[src/rtl/code_arb_pkg.sv]
// Shared types and helpers for the code-memory arbiter.
// Default widths apply only when common/define.sv has not already set them.
`ifndef CODE_MEM_ADDR_WIDTH
`define CODE_MEM_ADDR_WIDTH 16
`endif
`ifndef CODE_MEM_DATA_WIDTH
`define CODE_MEM_DATA_WIDTH 32
`endif

package code_arb_pkg;

  typedef enum logic [1:0] {
    IDLE  = 2'd0,
    ISSUE = 2'd1,
    WAIT  = 2'd2
  } arb_state_e;

  localparam int NUM_REQ_DEF = 4;

  function automatic int req_id_w(input int n);
    return (n > 1) ? $clog2(n) : 1;
  endfunction

  localparam int REQ_ID_W = req_id_w(NUM_REQ_DEF);

endpackage

[src/rtl/rr_arbiter.sv]
// Combinational round-robin picker: the first active request at or after ptr_i wins.
// Kept free of state so the same picker can serve other dispatch points.
module rr_arbiter
  import code_arb_pkg::*;
#(
  parameter  int NUM_REQ = 4,
  localparam int IDW     = req_id_w(NUM_REQ)
) (
  input  logic [NUM_REQ-1:0] req_i,
  input  logic [IDW-1:0]     ptr_i,
  output logic [NUM_REQ-1:0] gnt_o,
  output logic [IDW-1:0]     idx_o
);

  logic [IDW:0] cand;
  logic         found;

  always_comb begin
    gnt_o = '0;
    idx_o = '0;
    found = 1'b0;
    cand  = '0;
    for (int off = 0; off < NUM_REQ; off++) begin
      // ptr_i < NUM_REQ, so a single subtraction wraps the sum.
      cand = {1'b0, ptr_i} + (IDW+1)'(off);
      if (cand >= (IDW+1)'(NUM_REQ)) cand = cand - (IDW+1)'(NUM_REQ);
      if (!found && req_i[cand[IDW-1:0]]) begin
        found                 = 1'b1;
        gnt_o[cand[IDW-1:0]]  = 1'b1;
        idx_o                 = cand[IDW-1:0];
      end
    end
  end

endmodule

[src/rtl/code_mem_arbiter.sv]
// Round-robin arbiter sharing the code-memory read port, one read outstanding.
// CODE_ARB_TIMEOUT_EN adds a WAIT watchdog, rsp_err_o and stale-response discard.
//
// state | meaning
// IDLE  | pick a requester, accept its address
// ISSUE | drive read command until memory takes it
// WAIT  | wait for read data, route it to the owner
module code_mem_arbiter
  import code_arb_pkg::*;
#(
  parameter int NUM_REQ = 4,
  parameter int ADDR_W  = `CODE_MEM_ADDR_WIDTH,
  parameter int DATA_W  = `CODE_MEM_DATA_WIDTH
`ifdef CODE_ARB_TIMEOUT_EN
  , parameter int TIMEOUT_CYCLES = 256
`endif
) (
  input  logic                      clk,
  input  logic                      rst_n,
  input  logic [NUM_REQ-1:0]        req_valid_i,
  input  logic [NUM_REQ*ADDR_W-1:0] req_addr_i,
  output logic [NUM_REQ-1:0]        req_ready_o,
  output logic [NUM_REQ-1:0]        rsp_valid_o,
  output logic [DATA_W-1:0]         rsp_data_o,
`ifdef CODE_ARB_TIMEOUT_EN
  output logic                      rsp_err_o,
`endif
  input  logic                      code_mem_available_i,
  output logic                      code_read_valid_o,
  output logic [ADDR_W-1:0]         code_read_addr_o,
  input  logic                      code_read_ready_i,
  input  logic [DATA_W-1:0]         code_read_data_i
);

  localparam int IDW = req_id_w(NUM_REQ);

  arb_state_e          state_q, state_d;
  logic [IDW-1:0]      rr_ptr_q, rr_ptr_d, owner_q, owner_d, win_idx;
  logic [ADDR_W-1:0]   addr_q, addr_d, win_addr;
  logic [NUM_REQ-1:0]  rsp_valid_q, rsp_valid_d, win_gnt, owner_oh;
  logic [DATA_W-1:0]   rsp_data_q, rsp_data_d;
`ifdef CODE_ARB_TIMEOUT_EN
  localparam int TMO_W = req_id_w(TIMEOUT_CYCLES);
  logic [TMO_W-1:0]    tmo_q, tmo_d;
  logic [3:0]          stale_q, stale_d;
  logic                rsp_err_q, rsp_err_d;
`endif

  rr_arbiter #(.NUM_REQ(NUM_REQ)) u_rr (
    .req_i (req_valid_i),
    .ptr_i (rr_ptr_q),
    .gnt_o (win_gnt),
    .idx_o (win_idx)
  );

  always_comb begin
    win_addr = '0;
    owner_oh = '0;
    for (int i = 0; i < NUM_REQ; i++) begin
      if (win_gnt[i]) win_addr = req_addr_i[i*ADDR_W +: ADDR_W];
      if (owner_q == IDW'(i)) owner_oh[i] = 1'b1;
    end
  end

  always_comb begin
    state_d     = state_q;
    rr_ptr_d    = rr_ptr_q;
    owner_d     = owner_q;
    addr_d      = addr_q;
    rsp_valid_d = '0;
    rsp_data_d  = rsp_data_q;
`ifdef CODE_ARB_TIMEOUT_EN
    tmo_d       = tmo_q;
    stale_d     = stale_q;
    rsp_err_d   = rsp_err_q;
`endif
    case (state_q)
      IDLE: begin
        if (|req_valid_i) begin
          addr_d   = win_addr;
          owner_d  = win_idx;
          rr_ptr_d = (win_idx == IDW'(NUM_REQ-1)) ? '0 : win_idx + 1'b1;
          state_d  = ISSUE;
        end
      end
      ISSUE: begin
        if (code_mem_available_i) begin
          state_d = WAIT;
`ifdef CODE_ARB_TIMEOUT_EN
          tmo_d   = TMO_W'(TIMEOUT_CYCLES-1);
`endif
        end
      end
      WAIT: begin
`ifdef CODE_ARB_TIMEOUT_EN
        // Memory answers in order, so a pending stale count owns the next data beat.
        if (code_read_ready_i && stale_q != 4'd0) begin
          stale_d = stale_q - 4'd1;
        end else if (code_read_ready_i) begin
          rsp_valid_d = owner_oh;
          rsp_data_d  = code_read_data_i;
          rsp_err_d   = 1'b0;
          state_d     = IDLE;
        end else if (tmo_q == '0) begin
          rsp_valid_d = owner_oh;
          rsp_data_d  = '0;
          rsp_err_d   = 1'b1;
          stale_d     = (stale_q == 4'hF) ? stale_q : stale_q + 4'd1;
          state_d     = IDLE;
        end else begin
          tmo_d = tmo_q - 1'b1;
        end
`else
        if (code_read_ready_i) begin
          rsp_valid_d = owner_oh;
          rsp_data_d  = code_read_data_i;
          state_d     = IDLE;
        end
`endif
      end
      default: state_d = IDLE;
    endcase
`ifdef CODE_ARB_TIMEOUT_EN
    if (state_q != WAIT && code_read_ready_i && stale_q != 4'd0) stale_d = stale_q - 4'd1;
`endif
  end

  always_ff @(posedge clk or negedge rst_n) begin
    if (!rst_n) begin
      state_q     <= IDLE;
      rr_ptr_q    <= '0;
      owner_q     <= '0;
      addr_q      <= '0;
      rsp_valid_q <= '0;
      rsp_data_q  <= '0;
`ifdef CODE_ARB_TIMEOUT_EN
      tmo_q       <= '0;
      stale_q     <= '0;
      rsp_err_q   <= 1'b0;
`endif
    end else begin
      state_q     <= state_d;
      rr_ptr_q    <= rr_ptr_d;
      owner_q     <= owner_d;
      addr_q      <= addr_d;
      rsp_valid_q <= rsp_valid_d;
      rsp_data_q  <= rsp_data_d;
`ifdef CODE_ARB_TIMEOUT_EN
      tmo_q       <= tmo_d;
      stale_q     <= stale_d;
      rsp_err_q   <= rsp_err_d;
`endif
    end
  end

  // Ready is gated by rst_n so nothing is accepted while reset is held.
  assign req_ready_o       = (state_q == IDLE && rst_n) ? win_gnt : '0;
  assign code_read_valid_o = (state_q == ISSUE);
  assign code_read_addr_o  = addr_q;
  assign rsp_valid_o       = rsp_valid_q;
  assign rsp_data_o        = rsp_data_q;
`ifdef CODE_ARB_TIMEOUT_EN
  assign rsp_err_o         = rsp_err_q;
`endif

endmodule

[config.mk]
export PLATFORM = sky130hd
export DESIGN_NAME = code_mem_arbiter
export DESIGN_NICKNAME = d
export VERILOG_FILES = /design/src/rtl/code_arb_pkg.sv /design/src/rtl/rr_arbiter.sv /design/src/rtl/code_mem_arbiter.sv
export SDC_FILE = /design/constraint.sdc
export NUM_CORES = 1
export LEC_CHECK = 0
export CAP_MARGIN = 25
export CORE_MARGIN = 5
export CORE_UTILIZATION = 31
export CTS_CLUSTER_SIZE = 12
export DETAILED_ROUTE_END_ITERATION = 7
export GPL_ROUTABILITY_DRIVEN = 0
export GPL_TIMING_DRIVEN = 0
export PLACE_DENSITY = 0.68
export SLEW_MARGIN = 30
export SYNTH_ARGS = -nofsm -noshare
export SYNTH_HDL_FRONTEND = slang
export SYNTH_HIERARCHICAL = 1
export SYNTH_SLANG_ARGS = --single-unit
[constraint.sdc]
create_clock -name clk -period 2.56 [get_ports clk]
set_input_delay 0.256 -clock clk [delete_from_list [all_inputs] [get_ports clk]]
set_output_delay 0.256 -clock clk [all_outputs]
set_load 0.005 [all_outputs]
==> run metrics, run 1 <==
Antenna Violating Nets Remaining=0; Pwr Total=approximately 8 mW; Worst EP arrival=2.63 ns; Hold Vio Cnt, Final=0; setup TNS=-5.735 ns; CTS Buf Count=9; DRC=0; DRT Wirelength=approximately 11000 um; # port buffers=160; Slew Viols, Final=0; post-synthesis sequential area ratio=between 40% and 50%; pwr dens=1417 mW/mm^2; top_reg_cell synth=dfrtp_1; CTS sink count=58; die width=108.8 um; fin util=between 60% and 70%; starting density of the core=between 30% and 40%; #FFs+latches synth=58; antenna cell count=0; Final nets=roughly 570; Clock Latency Late Sink=0.33 ns; cells taking the most area after synthesis=dfrtp_1 (48%), mux2_2 (12%), a221oi_1 (5.8%); layout cells sized above 1=about a third; wl on met1=4363 um; Static Leak=between 2 and 2.5 nW; hold crit path type=primary input to async pin; full die area=between 0.01 and 0.015 sq mm; CP Data Required Time=between 2 and 2.5 ns; first-pass GRT wire length=between 15000 and 20000 um; Period Utilization, post-route=112.9%; Die Y=between 100 and 150 um; worst-margin pin slew=0.5625 ns; Syn Area/Cell=between 10 and 15 sq um; # H-tree levels=3; pin count of the biggest net entering global routing=44; cell row count=36; Max Cap Viol=0; Starting DRT DRC Count=105; setup violators final=21; cell accounting for the most synthesized area=dfrtp_1; fmax=about 350 MHz; most frequent cell after synthesis=dfrtp_1; total grt overflow=0; Root Driver=clkbuf_8; num ports=between 150 and 200; initial antenna violation count=0; Reg2Reg Setup Slack=-0.31 ns; HPWL Detailed=7550 um; CORE AREA=between 0.009 and 0.01 sq mm; metal2 WL=~5800 um; status=finished, violations left; setup ws final=-0.3301 ns; 1st-pass router iterations=4; Mapped Nets=~360; post-synthesis instance total=251; RSZ-0062 raised after global routing=yes; Slew HR=62.22%; Hold WS=between 0.3 and 0.4 ns; Setup CP Type=flop to primary output; number of synthesized flops with an enable pin=0; worst r2r src=rr_ptr_q[0]; Yosys top cell area share=a little under half; Routed wire per std cell=~19 um; Mapped Area=0.003028 sq mm; CP Launch Point=rr_ptr_q[0]; failing checks=negative setup slack; maximum buffer depth of the clock tree=2; Synth top cells by count=dfrtp_1 (58), mux2_2 (33), a221oi_1 (20); vias in the first global route=3270; worst r2r dst=code_read_addr_o[14]; crit end category=primary output; maximum vdd drop=approximately 0.85 mV; worst reg-to-reg path cell count=12; met3 wire length=between 700 and 800 um; CTS tree=yes; area grow syn2layout=91.45%; gr usage total=between 10% and 20%; YS warnings=6; via count=between 3000 and 4000; CP Max Fanout=4; post-synth cell types=39; CTS clock-pin slew for the worst setup and hold paths=0.07 ns; share of synthesized registers carrying an async set or reset=between 90% and 100%; Via density=5.062; startpoint types=flop; Period minus WS final=2.890 ns; clock skew=between 0.009 and 0.01 ns; Max Used Layer=met4
[cell families after synthesis]
group                      Yosys count  synth area share [%]
buffers and inverters               25                 4.421
AOI/OAI and AO/OA                   80                 18.97
and+or+nand+nor                     41                 9.256
DFF                                 58                 47.93
adders and majority gates            6                 2.479
muxes                               41                 16.94
[per-layer routing]
| layer | up-vias | global-route usage (%) |
|---|---|---|
| li1 | 1389 | - |
| met1 | 1476 | 20.63 |
| met2 | 127 | 30.98 |
| met3 | 20 | 5.388 |
| met4 | 0 | 6.853 |
| met5 | - | 0 |
[area by class of cell]
class / count / area, sq um
fillers: 794 / 3842
inverters: 6 / 25.02
repair buffers: 202 / 2024
multi-input cells: 168 / 1846
well taps: 133 / 166.4
plain buffers: 14 / 122.6
clock inverters: 3 / 17.52
flip-flops and latches: 58 / 1454
clock buffers: 11 / 141.4
[cell usage in the layout, fill, tap and decap left out, types with 5 or more instances in the layout]
cell type and instances:
nand2_1 6, buf_12 5, a221oi_2 10, buf_4 22, o31ai_1 14, clkdlybuf4s50_1 155, o22ai_1 14, nor2_1 5
clkbuf_8 10, buf_6 19, dfrtp_1 56, o21ai_0 19, a221oi_4 11, mux2_2 33, buf_2 8
[report_power, final]
| part | switching [mW] | internal, mW | total [mW] |
|---|---|---|---|
| Clock | 0.348 | 0.363 | 0.711 |
| Combinational | 2.58 | 3.31 | 5.89 |
| Sequential | 0.242 | 1.37 | 1.61 |
| Total | 3.17 | 5.05 | 8.22 |
[sequential cells by signal (all words and copies together) (netlist names)]
| register | count |
|---|---|
| rsp_valid_o | 4 |
| rsp_data_o | 32 |
| owner_q | 2 |
| code_read_addr_o | 16 |
| rr_ptr_q | 2 |
| state_q | 2 |
[how the worst max path moves through the flow]
stage	end	slack, ns
CTS	code_read_addr_o[13]	-0.29
global route	code_read_addr_o[14]	-0.43
global placement	req_ready_o[3]	-1.39
floorplan	code_read_addr_o[4]	-0.07
detailed placement	req_ready_o[1]	-0.84
finish	req_ready_o[2]	-0.33
[worst max-delay path: stages (launching register included)]
cell and delay (ns):
dfrtp_2 0.42, buf_6 0.14, mux4_2 0.53, buf_6 0.14, nand2b_4 0.15, nor3_4 0.25, buf_6 0.17, buf_6 0.11
o2bb2ai_4 0.12, and3_4 0.20, buf_6 0.09
[stage by stage]
step	std cells	instance area [sq um]	worst slack [ns]
global placement	544	4908	-1.388
global route	595	5797	-0.4296
CTS	590	5553	-0.2905
finish	595	5797	-0.3301
floorplan	251	3141	-0.06967
detailed placement	545	4926	-0.8358
[what timing repair did]
action | in CTS | in global routing
gates resized for setup | 57 | 34
hold endpoints to repair | 15 | 0
cloned | 1 | 0
pin swaps | 18 | 15
buffers inserted | 30 | 11
hold buffers | 1 | 0
endpoints found under the setup margin | 21 | 22
(Power assumes the default switching activity.)
==> run 2: changes to the inputs <==
- TNS_END_PERCENT: default -> 10
==> run 2 against run 1 <==
Net effect:
- core utilization down 0.078 points
- critical path depth up 2
- sequential share of layout area about the same
- first-iteration DRC count down 3.8%
- largest power group unchanged
- clock skew up 0.0061 ns
- the flow still finishes with violations (negative setup slack)
==> run metrics, run 2 (same netlist as run 1, synthesis figures left out) <==
status=finished, violations left; failing checks=negative setup slack; Hold Vio Cnt, Final=0; first-pass GRT wire length=between 15000 and 20000 um; worst r2r src=rr_ptr_q[0]; worst-margin pin slew=~0.57 ns; pwr dens=1449 mW/mm^2; layout cells sized above 1=approximately 32%; vias in the first global route=about 3200; Final nets=around 560; commonest non-fill, non-tap cell in the layout=clkdlybuf4s50_1; post-route insts no fill=a little under 600; RSZ-0062 raised after global routing=yes; starting density of the core=a little under a third; cell row count=36; DRT Wirelength=10730 um; Pwr Total=about 8.4 mW; Setup CP Type=flop to flop; clock skew=approximately 0.015 ns; num ports=between 150 and 200; startpoint types=flop; Placed Instances=roughly 550; CP Data Required Time=about 2.8 ns; most frequent cells in the layout=clkdlybuf4s50_1 (155), dfrtp_1 (57), mux2_2 (33); CTS clock-pin slew for the worst setup and hold paths=~0.07 ns; via count=between 2000 and 3000; area grow syn2layout=91.20%; Routed wire per std cell=18.13 um; CTS sink count=58; Starting DRT DRC Count=101; setup violators final=21; Period minus WS final=2.882 ns; fmax=~350 MHz; Antenna Violating Nets Remaining=0; Slew HR=between 60% and 70%; placed instance area=roughly 0.005 sq mm; Die Y=~110 um; DRC=0; worst reg-to-reg path cell count=12; pin count of the biggest net entering global routing=51; worst r2r dst=code_read_addr_o[0]; setup ws final=-0.3223 ns; crit end category=flop; Period Utilization, post-route=112.6%; CTS Buf Count=9; maximum buffer depth of the clock tree=2; CORE AREA=roughly 0.0096 sq mm; Worst EP arrival=around 3 ns; Static Leak=2.353 nW; CP Max Fanout=6; gr usage total=roughly 18%; Slew Viols, Final=0; Post-Layout Inst Area=around 0.0058 sq mm; # H-tree levels=3; Via density=a little over 5; Hold WS=between 0.3 and 0.4 ns; Largest register FFs=32; CTS tree=yes; maximum vdd drop=0.7485 mV; Max Cap Viol=0; # port buffers=160; initial antenna violation count=0; Reg2Reg Setup Slack=-0.32 ns; Root Driver=clkbuf_8; Worst Setup EP=code_read_addr_o[0]; 1st-pass router iterations=4; HPWL Detailed=approximately 7500 um; antenna cell count=0; hold crit path type=primary input to async pin; CP Launch Point=rr_ptr_q[0]; die width=around 110 um; full die area=around 0.012 sq mm; total grt overflow=0; Clock Latency Late Sink=between 0.3 and 0.4 ns
## run 2: cell count changes in the layout (fill, tap and decap cells not counted), moves of 4 or more
cell	before	now
buf_4	22	18
buf_6	19	14
clkbuf_8	10	14
o2bb2ai_4	4	0
## run 2: worst max-delay path: stages (launching register included)
cell and delay (ns):
dfrtp_1 0.37, buf_6 0.14, buf_6 0.10, mux4_2 0.59, buf_6 0.17, buf_6 0.13
a221oi_4 0.29, o2bb2ai_2 0.11, buf_6 0.14, or2_4 0.29, buf_12 0.17, a221oi_4 0.20
o31ai_2 0.08
## run 2: area by class of cell
class	count	area, sq um
clock buffers	13	178.9
flip-flops and latches	58	1453
inverters	6	28.78
clock inverters	3	68.82
well taps	133	166.4
fillers	800	3850
plain buffers	18	182.7
repair buffers	193	1982
multi-input cells	168	1729
## run 2: through the flow
| step | TNS (ns) | worst slack (ns) | utilization [%] |
|---|---|---|---|
| 2_1_floorplan | -0.7334 | -0.06984 | - |
| 3_3_place_gp | -58.16 | -1.397 | 50.90 |
| 3_5_place_dp | -11.48 | -0.9164 | 51.16 |
| 4_1_cts | -4.530 | -0.2670 | 58.81 |
| 5_1_grt | -7.268 | -0.4021 | 60.06 |
| 6_report | -5.855 | -0.3223 | 60.06 |
## run 2: how the worst min path moves through the flow
stage / to / cells after the start
2_1_floorplan: code_read_addr_o[0] / 0
3_3_place_gp: rsp_valid_o[0] / 1
3_5_place_dp: rsp_data_o[11] / 1
4_1_cts: rsp_data_o[12] / 2
5_1_grt: rsp_data_o[11] / 2
6_report: rsp_data_o[12] / 2
## run 2: repair_timing
action / in CTS / in global routing
gates resized for setup: 59 / 15
buffers inserted: 27 / 2
cloned: 2 / 0
pin swaps: 12 / 11
hold buffers: 1 / 0
endpoints found under the hold margin: 12 / 0
setup endpoints to repair: 21 / 21
## run 2: layer usage
layer | vias to the layer above | GRT usage (%) | routed length, um | share of wire, %
li1 | 1383 | - | - | -
met2 | 124 | 32.04 | 5547 | 52
met4 | 0 | 6.583 | 125 | 1.2
met3 | 8 | 3.552 | 696 | 6.5
met5 | - | 0 | 0 | 0
met1 | 1476 | 21.29 | 4363 | 41
## run 2: report_power, final
group	switching, mW	total (mW)	internal, mW
Sequential	0.238	1.61	1.37
Combinational	2.44	5.75	3.31
Clock	0.374	1.03	0.657
==> run 3: changes to the inputs <==
- CORE_UTILIZATION: 31 -> 29
- PLACE_DENSITY: 0.68 -> default
- PLACE_DENSITY_LB_ADDON: default -> 0.15
- REMOVE_ABC_BUFFERS: default -> 1
==> run 3 against run 2 <==
Net effect:
- the flow still finishes with violations (negative setup slack)
- non-clock buffer count fell by 15
- register-to-register slack improved by 0.21 ns
- critical path depth fell by 3
- critical path type is now flop to primary output
- highest routed layer unchanged
==> run metrics, run 3 (same netlist as run 1, synthesis figures left out) <==
met3 wire length=709 um; pin count of the biggest net entering global routing=40; Final nets=between 500 and 600; num ports=approximately 160; CTS Buf Count=9; CP Data Required Time=between 2 and 2.5 ns; Pwr Total=around 7 mW; Starting DRT DRC Count=82; Max Used Layer=met4; Slew HR=around two fifths; maximum buffer depth of the clock tree=2; Root Driver=clkbuf_8; crit end category=primary output; RSZ-0062 raised after global routing=yes; sequential cell area=between 0.001 and 0.0015 sq mm; via count=between 2000 and 3000; Worst EP arrival=roughly 2.5 ns; area grow syn2layout=77.44%; CTS tree=yes; hold crit path type=primary input to async pin; layout cells sized above 1=between 20% and 30%; setup TNS=-1.641 ns; setup ws final=-0.1624 ns; Setup CP Type=flop to primary output; Static Leak=roughly 2.2 nW; total grt overflow=0; DRC=0; vias in the first global route=approximately 3000; Via density=4.898; Antenna Violating Nets Remaining=0; HPWL Detailed=~7400 um; initial antenna violation count=0; CORE AREA=0.01028 sq mm; Hold Vio Cnt, Final=0; pre-CTS setup slack=-1.159 ns; cell row count=37; pwr dens=1289 mW/mm^2; Period minus WS final=2.722 ns; CTS clock-pin slew for the worst setup and hold paths=0.07 ns; metal2 WL=roughly 5100 um; maximum vdd drop=approximately 0.7 mV; die width=between 100 and 150 um; Clock Latency Late Sink=between 0.3 and 0.4 ns; status=finished, violations left; startpoint types=flop; worst reg-to-reg path cell count=11; Max Cap Viol=0; fmax=~370 MHz; Die Y=112.2 um; antenna cell count=0; commonest non-fill, non-tap cell in the layout=clkdlybuf4s50_1; gr usage total=16.44%; Routed wire per std cell=approximately 18 um; full die area=around 0.013 sq mm; 1st-pass router iterations=4; setup violators final=19; placed instance area=approximately 0.0048 sq mm; Post-Layout Inst Area=~0.0054 sq mm; CTS sink count=just under 60; worst-margin pin slew=around 0.9 ns; # H-tree levels=3; CP Max Fanout=5; most frequent cells in the layout=clkdlybuf4s50_1 (154), dfrtp_1 (56), mux2_2 (33); first-pass GRT wire length=between 15000 and 20000 um; failing checks=negative setup slack; filler cell count=roughly 960; Largest register FFs=32; wl on met1=between 4000 and 5000 um; area of the multi-input gates=between 0.0015 and 0.002 sq mm; Hold WS=between 0.3 and 0.4 ns; clock skew=0.003961 ns; # port buffers=160; starting density of the core=between 20 and 30%; Slew Viols, Final=0; DRT Wirelength=approximately 10000 um; Period Utilization, post-route=106.3%
## run 3: cell count changes in the layout (fill, tap and decap cells not counted), moves of 4 or more
cell      before  now
a221oi_2      13    4
buf_2          6    2
a221oi_4       8    2
buf_6         14   10
buf_4         18   22
a221oi_1       0   15
clkbuf_8      14   10
## run 3: critical path, stage by stage, from the launching register on
cell	delay [ns]
dfrtp_2	0.40
buf_8	0.13
mux4_2	0.62
nor2b_4	0.26
buf_6	0.14
a221oi_4	0.06
o2bb2ai_4	0.16
buf_8	0.12
and3_4	0.17
buf_6	0.09
## run 3: metrics by stage
stage          util, %  instances
5_1_grt          52.28        580
3_5_place_dp     46.27        532
6_report         52.28        580
2_1_floorplan        -        232
3_3_place_gp     45.62        528
4_1_cts          51.75        576
## run 3: report_power, final
group	internal, mW	switching [mW]
clock	0.372	0.358
combinational	2.55	2.04
sequential	1.37	0.234
## run 3: timing repair
| item | CTS | global route |
|---|---|---|
| pin swaps | 9 | 1 |
| setup buffers | 27 | 4 |
| resized for setup | 51 | 5 |
| hold endpoints to repair | 20 | 0 |
| setup endpoints to repair | 23 | 21 |
| hold buffers | 1 | 0 |
## run 3: final cells by class
cell class / count / area share (%)
repair buffers: 196 / 36.42
multi-input cells: 168 / 29.62
flip-flops and latches: 58 / 27.06
well taps: 136 / 3.167
clock buffers: 11 / 2.632
clock inverters: 5 / 0.5589
inverters: 6 / 0.5356
## run 3: worst paths after layout
kind | start | endpoint | slack [ns]
hold reg to reg | rsp_data_o[18] | rsp_data_o[18] | 0.50
setup reg to reg | rr_ptr_q[0] | code_read_addr_o[10] | -0.11
max in group asynchronous | rst_n | rr_ptr_q[1] | 1.67
hold / removal | rst_n | rsp_data_o[2] | 0.36
min in group clk | rsp_data_o[18] | rsp_data_o[18] | 0.50
setup / recovery | rr_ptr_q[0] | req_ready_o[1] | -0.16
## run 3: routing by layer
metal / up-vias / GRT usage [%]
li1: 1353 / -
met1: 1370 / 21.19
met2: 114 / 27.37
met3: 4 / 4.744
met4: 0 / 3.846
met5: - / 0
